===== src/rtl/lenet_frame_sched.sv =====
// lenet_frame_sched
//   Frame-level sequencer for the LeNet accelerator. Tracks two ping-pong
//   input buffers filled by the host loader, launches one inference per
//   loaded buffer in strict alternating order, follows the accelerator
//   through its conv/fc1/fc2 phases and hands the result to the host over a
//   valid/ready handshake. A per-phase watchdog and a sticky error flag
//   guard against hung or misbehaving accelerator/host traffic.
//
// Ports
//   clk, srst          : clock, synchronous active-high reset
//   load_done/load_buf : host finished filling buffer load_buf (1-cycle pulse)
//   buf_free[1:0]      : bit i set when buffer i may be loaded by the host
//   conv_start         : 1-cycle start pulse to the accelerator
//   in_sel             : input buffer set the accelerator reads (SRAM A)
//   conv_done, fc1_done, fc2_done : phase-done pulses from the accelerator
//   result_valid/result_ready     : result handshake to the host
//   busy               : a frame is in flight (START..RESULT)
//   timeout_cycles     : watchdog limit per phase, 0 disables
//   err, err_code      : sticky error, 01 timeout / 10 protocol / 11 overwrite
//   clear_err          : leave the error state
//   frame_cnt          : completed frames, wraps
module lenet_frame_sched #(
   parameter int unsigned TIMEOUT_W   = 20,
   parameter int unsigned FRAME_CNT_W = 16
) (
   input  logic                   clk,
   input  logic                   srst,
   input  logic                   load_done,
   input  logic                   load_buf,
   output logic [1:0]             buf_free,
   output logic                   conv_start,
   output logic                   in_sel,
   input  logic                   conv_done,
   input  logic                   fc1_done,
   input  logic                   fc2_done,
   output logic                   result_valid,
   input  logic                   result_ready,
   output logic                   busy,
   input  logic [TIMEOUT_W-1:0]   timeout_cycles,
   output logic                   err,
   output logic [1:0]             err_code,
   input  logic                   clear_err,
   output logic [FRAME_CNT_W-1:0] frame_cnt
);

   typedef enum logic [2:0] {
      S_IDLE,
      S_START,
      S_CONV,
      S_FC1,
      S_FC2,
      S_RESULT,
      S_ERR
   } state_t;

   localparam logic [TIMEOUT_W-1:0]   WD_ONE  = TIMEOUT_W'(1);
   localparam logic [FRAME_CNT_W-1:0] CNT_ONE = FRAME_CNT_W'(1);

   state_t                 state, state_nx;
   logic [1:0]             pend, pend_nx;
   logic [1:0]             buf_free_nx;
   logic                   next_rd, next_rd_nx;
   logic                   in_sel_nx;
   logic [1:0]             err_code_nx;
   logic                   err_in_frame, err_in_frame_nx;
   logic [TIMEOUT_W-1:0]   wd, wd_nx;
   logic [FRAME_CNT_W-1:0] frame_cnt_nx;

   logic in_phase;
   logic exp_done;
   logic unexp_done;
   logic overwrite;
   logic wd_expire;

   // Event decode for the current state.
   always_comb begin
      in_phase = (state == S_CONV) || (state == S_FC1) || (state == S_FC2);
      exp_done = 1'b0;
      case (state)
         S_CONV:  exp_done = conv_done;
         S_FC1:   exp_done = fc1_done;
         S_FC2:   exp_done = fc2_done;
         default: exp_done = 1'b0;
      endcase
      unexp_done = (conv_done && (state != S_CONV)) ||
                   (fc1_done  && (state != S_FC1))  ||
                   (fc2_done  && (state != S_FC2));
      overwrite  = load_done && !buf_free[load_buf];
      // An expected done on the final watchdog cycle takes precedence.
      wd_expire  = in_phase && (timeout_cycles != '0) &&
                   (wd == (timeout_cycles - WD_ONE)) && !exp_done;
   end

   // Next-state and next-register logic.
   always_comb begin
      state_nx        = state;
      pend_nx         = pend;
      buf_free_nx     = buf_free;
      next_rd_nx      = next_rd;
      in_sel_nx       = in_sel;
      err_code_nx     = err_code;
      err_in_frame_nx = err_in_frame;
      frame_cnt_nx    = frame_cnt;

      if ((state != S_ERR) && (overwrite || unexp_done || wd_expire)) begin
         // Error entry pre-empts any normal transition in the same cycle.
         state_nx        = S_ERR;
         err_code_nx     = overwrite ? 2'b11 : (unexp_done ? 2'b10 : 2'b01);
         err_in_frame_nx = (state != S_IDLE);
      end else begin
         case (state)
            S_IDLE: begin
               if (pend[next_rd]) begin
                  in_sel_nx        = next_rd;
                  pend_nx[next_rd] = 1'b0;
                  state_nx         = S_START;
               end
            end
            S_START: state_nx = S_CONV;
            S_CONV: begin
               if (conv_done) begin
                  state_nx            = S_FC1;
                  buf_free_nx[in_sel] = 1'b1;
               end
            end
            S_FC1: if (fc1_done) state_nx = S_FC2;
            S_FC2: if (fc2_done) state_nx = S_RESULT;
            S_RESULT: begin
               if (result_ready) begin
                  state_nx     = S_IDLE;
                  frame_cnt_nx = frame_cnt + CNT_ONE;
                  next_rd_nx   = ~next_rd;
               end
            end
            S_ERR: begin
               if (clear_err) begin
                  state_nx        = S_IDLE;
                  err_code_nx     = 2'b00;
                  err_in_frame_nx = 1'b0;
                  // Only a frame that had left IDLE is dropped.
                  if (err_in_frame) begin
                     buf_free_nx[in_sel] = 1'b1;
                     next_rd_nx          = ~next_rd;
                  end
               end
            end
            default: state_nx = S_IDLE;
         endcase
      end

      // Valid loads are honoured in every state, layered on top of the
      // transition updates above; the check uses the registered buf_free.
      if (load_done && buf_free[load_buf]) begin
         buf_free_nx[load_buf] = 1'b0;
         pend_nx[load_buf]     = 1'b1;
      end

      if (state_nx != state) begin
         wd_nx = '0;
      end else if (in_phase) begin
         wd_nx = wd + WD_ONE;
      end else begin
         wd_nx = wd;
      end
   end

   // State register; outputs are registered from the next-state values so
   // they line up with the state they describe.
   always_ff @(posedge clk) begin
      if (srst) begin
         state        <= S_IDLE;
         pend         <= '0;
         buf_free     <= '1;
         next_rd      <= 1'b0;
         in_sel       <= 1'b0;
         err_code     <= '0;
         err_in_frame <= 1'b0;
         wd           <= '0;
         frame_cnt    <= '0;
         conv_start   <= 1'b0;
         result_valid <= 1'b0;
         busy         <= 1'b0;
         err          <= 1'b0;
      end else begin
         state        <= state_nx;
         pend         <= pend_nx;
         buf_free     <= buf_free_nx;
         next_rd      <= next_rd_nx;
         in_sel       <= in_sel_nx;
         err_code     <= err_code_nx;
         err_in_frame <= err_in_frame_nx;
         wd           <= wd_nx;
         frame_cnt    <= frame_cnt_nx;
         conv_start   <= (state_nx == S_START);
         result_valid <= (state_nx == S_RESULT);
         busy         <= (state_nx == S_START) || (state_nx == S_CONV) ||
                         (state_nx == S_FC1)   || (state_nx == S_FC2)  ||
                         (state_nx == S_RESULT);
         err          <= (state_nx == S_ERR);
      end
   end

endmodule

===== config.mk =====
export PLATFORM = sky130hd
export DESIGN_NAME = lenet_frame_sched
export DESIGN_NICKNAME = d
export VERILOG_FILES = /design/src/rtl/lenet_frame_sched.sv
export SDC_FILE = /design/constraint.sdc
export NUM_CORES = 1
export LEC_CHECK = 0
export BUFFER_PORTS_ARGS = -buffer_cell sky130_fd_sc_hd__buf_2
export CORE_MARGIN = 2
export CORE_UTILIZATION = 40
export CTS_BUF_LIST = sky130_fd_sc_hd__clkbuf_4
export CTS_CLUSTER_DIAMETER = 30
export CTS_CLUSTER_SIZE = 14
export DETAILED_ROUTE_END_ITERATION = 6
export PLACE_DENSITY = 0.61
export SLEW_MARGIN = 10
export SYNTH_ARGS = -nofsm -noshare
export SYNTH_HDL_FRONTEND = slang
export SYNTH_SLANG_ARGS = --single-unit

===== constraint.sdc =====
create_clock -name clk -period 2.9 [get_ports clk]
set_clock_uncertainty 0.1 [all_clocks]
set_input_delay 0 -clock clk [delete_from_list [all_inputs] [get_ports clk]]
set_output_delay 0 -clock clk [all_outputs]
set_load 0.02 [all_outputs]

==> flow_metrics.env <==
export IMPL_status="finished clean"
export IMPL_min_delay_start="fc1_done"
export IMPL_drc_errors=0
export IMPL_antenna_found_initial=0
export IMPL_setup_violations=0
export IMPL_yosysTopAreaCell="dfxtp_1"
export IMPL_start_util=0.417
export IMPL_syn_area_per_cell_um2=8.06
export IMPL_clock_latency_ps=390
export IMPL_critPathLaunchType="register"
export IMPL_reg2reg_depth=8
export IMPL_total_leakage_power_nw=1.38
export IMPL_routed_wl_mm=7.45
export IMPL_grt_ovfl_total=0
export IMPL_cts_root_buffer="clkbuf_4"
export IMPL_grt_pass1_vias=2818
export IMPL_clk_path_buf_depth=2
export IMPL_max_slew_margin=0.593
export IMPL_synth_top_area_share=0.321
export IMPL_min_to="state[1]"
export IMPL_diodes=0
export IMPL_drive_gt1_frac=0.193
export IMPL_hold_viol=0
export IMPL_die_h_um=94.0
export IMPL_r2r_end="err_in_frame"
export IMPL_synth_area_um2=3240
export IMPL_ant_nets=0
export IMPL_seqCellArea_um2=1040
export IMPL_grt_pass1_wl_mm=12.8
export IMPL_first_iter_violations=141
export IMPL_critical_path_class="reg -> reg"
export IMPL_area_delta_synth_final_pct=17.2
export IMPL_vias_per_cell=5.22
export IMPL_synthTopCellsByArea="dfxtp_1 32%, xnor2_1 9.5%, nor2_1 6.3%"
export IMPL_ys_seq_area_frac=0.321
export IMPL_row_count=32
export IMPL_finalWorstSetupSlack_ps=405
export IMPL_rsz0062_at_grt="no"
export IMPL_power_density_nw_per_um2=390
export IMPL_hp_class="in -> reg"
export IMPL_multi_input_area_um2=2080
export IMPL_grt_use_total=0.180
export IMPL_worstMarginPinSlew_ps=611
export IMPL_die_area_um2=8830
export IMPL_synth_edf_count=0
export IMPL_dpl_worst_slack_ps=189
export IMPL_final_max_slew_violation_count=0
export IMPL_final_setup_tns_ps=0
export IMPL_gp_congestion=0.864
export IMPL_postCtsSetupBuffers=0
export IMPL_ys_ff_latch=52
export IMPL_syn_inst=402
export IMPL_rrSetupSlack_ps=410
export IMPL_port_buffers=53
export IMPL_max_freq_mhz=401
export IMPL_first_pass_iters=4
export IMPL_syn_num_nets=434
export IMPL_final_period_utilization=0.860
export IMPL_ir_worst_vdd_uv=241
export IMPL_cts_buffers=5
export IMPL_synth_commonest_cells="54 x nor2_1, 52 x dfxtp_1, 35 x xnor2_1, 30 x nand2_1, 19 x xor2_1"
export IMPL_post_dp_hpwl_mm=5.70
export IMPL_hold_depth=4
export IMPL_ioPinCount=54
export IMPL_clk_pin_slew_worst_paths_ps=170
export IMPL_grt_max_degree=36
export IMPL_wire_per_inst_um=13.1
export IMPL_reg2reg_from="wd[9]"
export IMPL_critical_path_arrival_ps=2700
export IMPL_core_area_um2=7770
export IMPL_yosysMostFrequentCell="nor2_1"
export IMPL_postCtsHoldBufs=7
export IMPL_ys_types=58
export IMPL_drv_cap=0
export IMPL_finalCriticalPeriod_ps=2490
export IMPL_endpoint_kind="register"
export IMPL_cts_max_level=2
export IMPL_crit_path_max_fanout=7
export IMPL_num_vias=2964
export IMPL_numClockSinks=52
export IMPL_cts_tree="built"
export IMPL_fillerInstances=790
export IMPL_cts_resized=0
export IMPL_ys_warn_count=0
export IMPL_async_flop_share=0
export IMPL_die_w_um=94.0
export IMPL_crit_required_ps=3100
export IMPL_ys_flop_type="dfxtp_1"
export IMPL_finalNetCount=497
sequential cells by signal (all words and copies together) (netlist names):
signal	count
err	1
conv_start	1
in_sel	1
err_code	2
busy	1
next_rd	1
pend	2
wd	20
err_in_frame	1
buf_free	2
frame_cnt	16
result_valid	1
state	3
area by class of cell:
cell class                 count  area share
tap                          102      0.0336
clock buffer                   5     0.00989
timing repair buffer          69       0.106
clock inverter                 3      0.0122
sequential                    52       0.274
inverter                      16      0.0158
multi-input combinational    321       0.548
placed cells by master, fill, tap and decap left out, types with 7 or more instances in the layout:
master / netlist / routed
buf_4: 2 / 9
dfxtp_1: 52 / 52
xor2_1: 19 / 19
or3_1: 12 / 12
nand2_1: 30 / 30
nand2b_1: 7 / 7
a21oi_1: 17 / 17
nor2_1: 54 / 54
dlygate4sd3_1: 0 / 7
xnor2_1: 35 / 35
nor3_1: 13 / 13
nand4_1: 15 / 15
inv_1: 16 / 16
nor3b_1: 7 / 7
nand3_1: 15 / 15
buf_2: 1 / 53
o21ai_0: 18 / 18
critical path, stage by stage (launching register included):
cell	delay, ps
dfxtp_1	440
xor2_1	220
nor2_1	70
or4b_1	470
o211a_1	160
nor3_1	260
nand4_2	220
nand2_4	170
mux2_4	300
through the flow:
step	total power, W	std cells	util	cell area [um^2]	hold slack (ps)
detailed placement	0.00104	553	0.469	3640	219
global placement	0.00104	553	0.469	3640	215
finish	0.00148	568	0.489	3800	43.7
global route	0.00155	568	0.489	3800	70.2
CTS	0.00150	568	0.489	3800	22.7
floorplan	0.000952	402	-	3240	59.6
where the power goes:
group	switching (W)	leakage, nW	total (W)	internal, W
Combinational	0.000163	0.921	0.000285	0.000122
Sequential	0.0000163	0.422	0.000749	0.000733
Clock	0.000260	0.0418	0.000444	0.000185
Total	0.000440	1.38	0.00148	0.00104
cells by family after synthesis:
family / after synthesis / synth area share
and+or+nand+nor: 193 / 0.329
AOI/OAI and AO/OA: 63 / 0.128
xor gates and xnor gates: 54 / 0.146
DFF: 52 / 0.321
buffers and inverters: 29 / 0.0363
muxes: 8 / 0.0278
adders and majority gates: 3 / 0.0116
metal layers:
| layer | GRT usage | part of all wire |
|---|---|---|
| met3 | 0.0313 | 0.037 |
| met2 | 0.299 | 0.45 |
| met4 | 0.0616 | 0.020 |
| met1 | 0.236 | 0.49 |
| met5 | 0 | 0 |
worst max-delay path by stage:
stage / start / end / slack, ps / cells after the start
floorplan: timeout_cycles[0] / err_code[0] / 560 / 10
global placement: timeout_cycles[0] / err_code[0] / 260 / 11
detailed placement: timeout_cycles[0] / err_code[0] / 190 / 11
CTS: wd[9] / err_code[0] / 430 / 8
global route: state[2] / frame_cnt[15] / 230 / 9
finish: wd[9] / err_in_frame / 410 / 8
No activity file was read; power rests on OpenSTA's default activity.
